## config.mk

```make
export PLATFORM = sky130hd
export DESIGN_NAME = pc_seq_unit_flat
export DESIGN_NICKNAME = d
export VERILOG_FILES = /design/src/rtl/pc_pkg.sv /design/src/rtl/pc_seq_unit_if.sv /design/src/rtl/ras_stack.sv /design/src/rtl/pc_seq_unit.sv /design/src/flat_wrapper.sv
export SDC_FILE = /design/constraint.sdc
export NUM_CORES = 1
export LEC_CHECK = 0
export ABC_AREA = 1
export BUFFER_PORTS_ARGS = -buffer_cell sky130_fd_sc_hd__buf_4
export CAP_MARGIN = 15
export CORE_ASPECT_RATIO = 0.5
export CORE_UTILIZATION = 53
export CTS_BUF_LIST = sky130_fd_sc_hd__clkbuf_8
export DETAILED_ROUTE_END_ITERATION = 8
export GPL_ROUTABILITY_DRIVEN = 0
export PLACE_DENSITY = 0.79
export SYNTH_ARGS = -nofsm -noshare
export SYNTH_HDL_FRONTEND = slang
export SYNTH_SLANG_ARGS = --single-unit
```

## constraint.sdc

```tcl
create_clock -name clk -period 3 [get_ports clk]
set_clock_uncertainty 0.05 [all_clocks]
set_input_delay 0.45 -clock clk [delete_from_list [all_inputs] [get_ports clk]]
set_output_delay 0.45 -clock clk [all_outputs]
set_load 0.005 [all_outputs]
```

## src/rtl/pc_pkg.sv

```systemverilog
// Shared types for the PC sequencer: redirect-source enum
// and alignment-width helper.
package pc_pkg;

  typedef enum logic [2:0] {
    SRC_EXC,
    SRC_BR,
    SRC_RET,
    SRC_CALL,
    SRC_JMP,
    SRC_HOLD,
    SRC_SEQ
  } src_e;

  // Number of low target bits forced to zero for a given step.
  function automatic int unsigned align_bits(int unsigned step);
    return (step <= 1) ? 0 : $clog2(step);
  endfunction

endpackage

```

## src/rtl/pc_seq_unit_if.sv

```systemverilog
// Request/response bundle of the PC sequencer.
// master drives stall/exc/br/jmp/call/ret; slave returns pc and RAS flags.
interface pc_seq_unit_if #(
  parameter int WIDTH     = 32,
  parameter int RAS_DEPTH = 4
);
  localparam int CW = $clog2(RAS_DEPTH) + 1;

  logic             stall;
  logic             exc;
  logic             br_taken;
  logic [WIDTH-1:0] br_tgt;
  logic             jmp;
  logic             call;
  logic [WIDTH-1:0] jmp_tgt;
  logic             ret;
  logic [WIDTH-1:0] pc;
  logic [WIDTH-1:0] pc_plus;
  logic [CW-1:0]    ras_count;
  logic             ras_ovf;
  logic             ret_err;
  logic             misalign;

  modport master (
    output stall, exc, br_taken, br_tgt,
    output jmp, call, jmp_tgt, ret,
    input  pc, pc_plus, ras_count,
    input  ras_ovf, ret_err, misalign
  );

  modport slave (
    input  stall, exc, br_taken, br_tgt,
    input  jmp, call, jmp_tgt, ret,
    output pc, pc_plus, ras_count,
    output ras_ovf, ret_err, misalign
  );
endinterface

```

## src/rtl/ras_stack.sv

```systemverilog
// Circular return-address stack; a push when full overwrites the oldest.
// Ports: push/pop/flush/push_data in; top/count/ovf (sticky) out.
module ras_stack
  import pc_pkg::*;
#(
  parameter int WIDTH     = 32,
  parameter int RAS_DEPTH = 4
) (
  input  logic                       clk,
  input  logic                       rst_n,
  input  logic                       push,
  input  logic                       pop,
  input  logic                       flush,
  input  logic [WIDTH-1:0]           push_data,
  output logic [WIDTH-1:0]           top,
  output logic [$clog2(RAS_DEPTH):0] count,
  output logic                       ovf
);
  localparam int PW = $clog2(RAS_DEPTH);
  localparam int CW = PW + 1;

  logic [WIDTH-1:0] mem_q [RAS_DEPTH];
  logic [PW-1:0]    ptr_q, ptr_d;
  logic [CW-1:0]    cnt_q, cnt_d;
  logic             ovf_q, ovf_d;
  logic             full;

  // ptr_q is the next write slot; top sits just below it.
  always_comb begin
    full  = (cnt_q == CW'(RAS_DEPTH));
    ptr_d = ptr_q;
    cnt_d = cnt_q;
    ovf_d = ovf_q;
    if (flush) begin
      cnt_d = '0;
    end else if (push) begin
      ptr_d = ptr_q + 1'b1;
      if (full) ovf_d = 1'b1;
      else      cnt_d = cnt_q + 1'b1;
    end else if (pop && cnt_q != '0) begin
      ptr_d = ptr_q - 1'b1;
      cnt_d = cnt_q - 1'b1;
    end
  end

  always_ff @(posedge clk) begin
    if (!rst_n) begin
      ptr_q <= '0;
      cnt_q <= '0;
      ovf_q <= 1'b0;
    end else begin
      ptr_q <= ptr_d;
      cnt_q <= cnt_d;
      ovf_q <= ovf_d;
    end
  end

  // Entries are never cleared; count alone says what is valid.
  always_ff @(posedge clk) begin
    if (rst_n && push && !flush)
      mem_q[ptr_q] <= push_data;
  end

  assign top   = mem_q[ptr_q - 1'b1];
  assign count = cnt_q;
  assign ovf   = ovf_q;

endmodule

```

## src/rtl/pc_seq_unit.sv

```systemverilog
// Fetch PC sequencer: step, hold, or single-cycle redirect with RAS.
// Ports: clk, rst_n (sync, active-low), bus (pc_seq_unit_if.slave).
module pc_seq_unit
  import pc_pkg::*;
#(
  parameter int               WIDTH     = 32,
  parameter logic [WIDTH-1:0] RESET_VEC = '0,
  parameter logic [WIDTH-1:0] EXC_VEC   = WIDTH'('h80),
  parameter int               STEP      = 4,
  parameter int               RAS_DEPTH = 4
) (
  input  logic         clk,
  input  logic         rst_n,
  pc_seq_unit_if.slave bus
);
  localparam int AB = align_bits(STEP);
  localparam int CW = $clog2(RAS_DEPTH) + 1;
  localparam logic [WIDTH-1:0] LOW_MASK =
    WIDTH'((64'd1 << AB) - 64'd1);

  src_e             src;
  logic [WIDTH-1:0] pc_q, pc_d;
  logic             ret_err_q, ret_err_d;
  logic             mis_q, mis_d;
  logic [WIDTH-1:0] pc_plus;
  logic [WIDTH-1:0] ras_top;
  logic [CW-1:0]    ras_cnt;
  logic             ras_ovf;
  logic             ras_empty;
  logic             push, pop, flush;

  assign pc_plus   = pc_q + WIDTH'(STEP);
  assign ras_empty = (ras_cnt == '0);

  // stall ranks above ret/call/jmp but below exc/br.
  always_comb begin
    if (bus.exc)           src = SRC_EXC;
    else if (bus.br_taken) src = SRC_BR;
    else if (bus.stall)    src = SRC_HOLD;
    else if (bus.ret)      src = SRC_RET;
    else if (bus.call)     src = SRC_CALL;
    else if (bus.jmp)      src = SRC_JMP;
    else                   src = SRC_SEQ;
  end

  always_comb begin
    pc_d      = pc_q;
    ret_err_d = 1'b0;
    mis_d     = 1'b0;
    unique case (src)
      SRC_EXC:  pc_d = EXC_VEC;
      SRC_BR: begin
        pc_d  = bus.br_tgt & ~LOW_MASK;
        mis_d = |(bus.br_tgt & LOW_MASK);
      end
      SRC_RET: begin
        pc_d      = ras_empty ? pc_plus : ras_top;
        ret_err_d = ras_empty;
      end
      SRC_CALL, SRC_JMP: begin
        pc_d  = bus.jmp_tgt & ~LOW_MASK;
        mis_d = |(bus.jmp_tgt & LOW_MASK);
      end
      SRC_HOLD: pc_d = pc_q;
      SRC_SEQ:  pc_d = pc_plus;
      default:  pc_d = pc_q;
    endcase
  end

  assign push  = (src == SRC_CALL);
  assign pop   = (src == SRC_RET) && !ras_empty;
  assign flush = (src == SRC_EXC);

  ras_stack #(
    .WIDTH    (WIDTH),
    .RAS_DEPTH(RAS_DEPTH)
  ) u_ras (
    .clk      (clk),
    .rst_n    (rst_n),
    .push     (push),
    .pop      (pop),
    .flush    (flush),
    .push_data(pc_plus),
    .top      (ras_top),
    .count    (ras_cnt),
    .ovf      (ras_ovf)
  );

  always_ff @(posedge clk) begin
    if (!rst_n) begin
      pc_q      <= RESET_VEC;
      ret_err_q <= 1'b0;
      mis_q     <= 1'b0;
    end else begin
      pc_q      <= pc_d;
      ret_err_q <= ret_err_d;
      mis_q     <= mis_d;
    end
  end

  assign bus.pc        = pc_q;
  assign bus.pc_plus   = pc_plus;
  assign bus.ras_count = ras_cnt;
  assign bus.ras_ovf   = ras_ovf;
  assign bus.ret_err   = ret_err_q;
  assign bus.misalign  = mis_q;

endmodule
```

## src/flat_wrapper.sv

```systemverilog
// flat-port wrapper written by rule: the top's interface ports become plain ports
module pc_seq_unit_flat import pc_pkg::*;
#(
  parameter int               WIDTH     = 32,
  parameter logic [WIDTH-1:0] RESET_VEC = '0,
  parameter logic [WIDTH-1:0] EXC_VEC   = WIDTH'('h80),
  parameter int               STEP      = 4,
  parameter int               RAS_DEPTH = 4
)
  (clk, rst_n, bus_stall, bus_exc, bus_br_taken, bus_br_tgt, bus_jmp, bus_call, bus_jmp_tgt, bus_ret, bus_pc, bus_pc_plus, bus_ras_count, bus_ras_ovf, bus_ret_err, bus_misalign);
  pc_seq_unit_if #(.WIDTH(WIDTH), .RAS_DEPTH(RAS_DEPTH)) bus_i ();
  input  logic clk;
  input  logic rst_n;
  input wire logic [$bits(bus_i.stall)-1:0] bus_stall;
  input wire logic [$bits(bus_i.exc)-1:0] bus_exc;
  input wire logic [$bits(bus_i.br_taken)-1:0] bus_br_taken;
  input wire logic [$bits(bus_i.br_tgt)-1:0] bus_br_tgt;
  input wire logic [$bits(bus_i.jmp)-1:0] bus_jmp;
  input wire logic [$bits(bus_i.call)-1:0] bus_call;
  input wire logic [$bits(bus_i.jmp_tgt)-1:0] bus_jmp_tgt;
  input wire logic [$bits(bus_i.ret)-1:0] bus_ret;
  output wire logic [$bits(bus_i.pc)-1:0] bus_pc;
  output wire logic [$bits(bus_i.pc_plus)-1:0] bus_pc_plus;
  output wire logic [$bits(bus_i.ras_count)-1:0] bus_ras_count;
  output wire logic [$bits(bus_i.ras_ovf)-1:0] bus_ras_ovf;
  output wire logic [$bits(bus_i.ret_err)-1:0] bus_ret_err;
  output wire logic [$bits(bus_i.misalign)-1:0] bus_misalign;
  assign bus_i.stall = bus_stall;
  assign bus_i.exc = bus_exc;
  assign bus_i.br_taken = bus_br_taken;
  assign bus_i.br_tgt = bus_br_tgt;
  assign bus_i.jmp = bus_jmp;
  assign bus_i.call = bus_call;
  assign bus_i.jmp_tgt = bus_jmp_tgt;
  assign bus_i.ret = bus_ret;
  assign bus_pc = bus_i.pc;
  assign bus_pc_plus = bus_i.pc_plus;
  assign bus_ras_count = bus_i.ras_count;
  assign bus_ras_ovf = bus_i.ras_ovf;
  assign bus_ret_err = bus_i.ret_err;
  assign bus_misalign = bus_i.misalign;
  pc_seq_unit #(.WIDTH(WIDTH), .RESET_VEC(RESET_VEC), .EXC_VEC(EXC_VEC), .STEP(STEP), .RAS_DEPTH(RAS_DEPTH)) u_core (.clk(clk), .rst_n(rst_n), .bus(bus_i));
endmodule
```

==> impl_metrics.tcl <==
set metrics [dict create \
    run_status "complete, but fails checks" \
    violations_in_the_final_reports "DRC" \
    io_buffer_count 141 \
    grt_pass1_wl_mm 36.5 \
    postSynthAreaPerCell_um2 8.54 \
    fin_hold_ws_ns 0.234 \
    postRouteWirelength_mm 23.6 \
    power.leakage_nw 4.34 \
    power_density_nw_per_um2 480 \
    die_width_um 179 \
    grt.overflow.total 0 \
    final-setup-viol-count 0 \
    cts_hold_repair.buffers 0 \
    nets 1191 \
    detailedRoute.firstPassIterationCount 9 \
    ys.warnings.count 0 \
    worstSetupEndpointType "output pin" \
    min-delay-path-class "in2reg" \
    criticalPathCategory "reg2out" \
    via_per_inst 5.56 \
    synth_flop_cell "edfxtp_1" \
    yosys.cell_types.count 40 \
    layout-drive-gt1-share_pct 20.2 \
    cpPeakStageDelay_ns 0.48 \
    critical_path_start "u_core.bus.pc[4]" \
    reg2reg_depth 12 \
    worstMarginPinSlew_ns 0.742 \
    netlist_area_um2 8310 \
    reg2reg_to "u_core.bus.pc[21]" \
    timing.critical_path.required_ns 2.50 \
    insertion_delay_ns 0.46 \
    layout_worst_path_cycle_share_pct 93.8 \
    critical_path.n_buffers_inverters 2 \
    max_cap_viol_count 0 \
    cts.clk_slew.worst_paths_ns 0.10 \
    starting_density_of_the_core_pct 55.8 \
    synth-adder-area-share_pct 0.993 \
    ir_drop_mv 0.266 \
    compound_cell_area_share_of_the_yosys_netlist_pct 8.01 \
    grt_antenna_before_repair 0 \
    crit_path_frequent_cell "nand2_1" \
    dp_hpwl_mm 15.8 \
    avgRoutedWirePerCell_um 17.8 \
    worst-endpoint-arrival_ns 2.31 \
    drt_first_iter_violations 944 \
    rows 31 \
    cpLargestDelayFamily "simple AND/OR/NAND/NOR gates" \
    cts.htree.levels 4 \
    synth_simple_gate_area_share_pct 27.0 \
    die_area_um2 16200 \
    pin_count_of_the_biggest_net_entering_global_routing 68 \
    r2r_slack_ns 0.72 \
    number_of_pins_with_negative_max_slew_slack_in_the_final_report 0 \
    pin_count 142 \
    cts_tree "yes" \
    cell_total_after_placement 1292 \
    instances_no_fill 1324 \
    cp-endpoint "bus_pc_plus[27]" \
    diodes 0 \
    crit-reg2reg-launch "u_core.u_ras.ptr_q[1]" \
    grt_use_total_pct 30.0 \
    largest_family_of_logic_cells_by_synthesized_area "simple AND/OR/NAND/NOR gates" \
    hold_viol 0 \
    highest_clock_rate_mhz 355 \
    root_buffer "clkbuf_8" \
    synth-seq-cells 168 \
    portion_of_netlist_area_occupied_by_mux_cells_pct 0 \
    synth-seq-area-share_pct 55.9 \
    min_tclk_post_route_ns 2.81 \
    grt_setup_unrepaired "false" \
    fin_util_pct 67.2 \
    syn-instance-count 973 \
    syn-num-nets 1051 \
    worstSetupStartpointType "flip-flop" \
    numClockSinks 168 \
    slew_headroom_pct 50.5 \
    max-clock-path-buffers 2 \
    async_flop_share_pct 0 \
    post_route_antenna_net_violation_count 0 \
    crit_path_cell_trace "nand3_1 -> nor2_4 -> nand2_1 -> nor2_1 -> nand2_1 -> nand2_1 -> nand2_1 -> inv_1 -> buf_4" \
    crit_path_max_fanout 8 \
    yosys.area_share.xor_xnor_pct 1.37 \
    hold_startpoint "bus_jmp_tgt[19]" \
    flow.area_growth_from_synthesis_pct 20.4 \
    count_of_flip_flops_with_a_built_in_enable_after_synthesis 128 \
    placeableCoreArea_um2 14900 \
    die-height_um 90.6 \
    numCtsBuffers 17 \
    crit_path_top_delay_cell "dfxtp_1" \
    post-route-drc-count 8 \
    first_global_vias 7031 \
    num_vias 7361 \
    critical_path_depth 9 \
]
flip-flops by register name, summed over array words and instances (netlist names):
register and cells:
u_core.u_ras.mem_q 128, u_core.bus.pc 32, u_core.u_ras.count 3, u_core.u_ras.ptr_q 2
u_core.bus.misalign 1, u_core.bus.ret_err 1, u_core.u_ras.ovf 1
cell families after synthesis:
| group | Yosys count |
|---|---|
| XOR/XNOR | 13 |
| AND/OR/NAND/NOR | 538 |
| adder cells (fa/ha/maj) | 6 |
| AO/OA/AOI/OAI | 119 |
| buffers and inverters | 129 |
| flip-flops | 168 |
power by group:
part | switching, mW | total, mW | internal (mW)
clock network | 0.967 | 1.68 | 0.709
registers | 0.0515 | 2.59 | 2.54
logic | 0.311 | 0.540 | 0.229
tightest hold or removal path: cells and delay by family:
kind,cells,cell delay (ns)
and+or+nand+nor,3,0.15
buffers and inverters,2,0.12
cell type report:
type                    instances  area [µm²]
fillers                      1225        4880
flip-flops and latches        168        4650
multi-input cells             676        3130
repair buffers                158        1220
inverters                      92         348
well taps                     198         248
clock buffers                  17         234
clock inverters                15         179
how the worst min path moves through the flow:
stage | to | slack, ns | cells past startpoint
after floorplan | u_core.u_ras.ovf | 0.40 | 2
after global placement | u_core.u_ras.ovf | 0.42 | 2
after detailed placement | u_core.u_ras.ovf | 0.42 | 2
after CTS | u_core.bus.pc[19] | 0.22 | 5
after global routing | u_core.bus.pc[19] | 0.25 | 5
final | u_core.bus.pc[19] | 0.23 | 5
timing repair:
| action | 4_1_cts | 5_1_grt |
|---|---|---|
| gates resized for setup | 0 | 4 |
| setup endpoints to repair | 0 | 4 |
| buffers inserted | 0 | 0 |
Yosys cell counts, types with 10 or more instances:
master | instances | share of area [%]
nand2_1 | 286 | 13
nor2_1 | 146 | 6.6
edfxtp_1 | 128 | 46
inv_1 | 86 | 3.9
nand3_1 | 57 | 3.4
o21ai_0 | 50 | 3.0
dfxtp_1 | 40 | 9.6
a21oi_1 | 32 | 1.9
o22ai_1 | 20 | 1.5
clkbuf_1 | 16 | 0.72
nand2_2 | 11 | 0.83
a22oi_1 | 10 | 0.90
xor2_1 | 10 | 1.1
metrics by stage:
stage	setup TNS (ns)	setup slack, ns	total power [mW]	instance area, µm²
CTS	0	0.162	4.81	10000
global placement	0	0.723	3.16	9590
finish	0	0.186	4.81	10000
floorplan	-4.74	-0.0370	2.89	8310
detailed placement	0	0.608	3.17	9590
global route	0	0.0235	4.96	10000
cell usage in the layout (no fill, tap or decap), drive strengths merged, types with 2 or more instances in the layout:
cell	count
a21oi	32
a22oi	10
and2	7
and3	2
buf	158
clkbuf	17
clkinv	7
dfxtp	40
edfxtp	128
ha	5
inv	98
nand2	298
nand3	60
nand3b	4
nand4	5
nor2	154
nor3	6
o21ai	55
o22ai	20
xnor2	3
xor2	10
layer usage:
metal / up-vias / wire, µm / GRT usage (%)
met3: 40 / 2660 / 6.78
met4: 0 / 452 / 9.03
met5: - / 0 / 0
met2: 439 / 10900 / 48.0
met1: 3411 / 9540 / 40.9
li1: 3471 / - / -
Note: power is estimated with default switching activity, not from simulation.
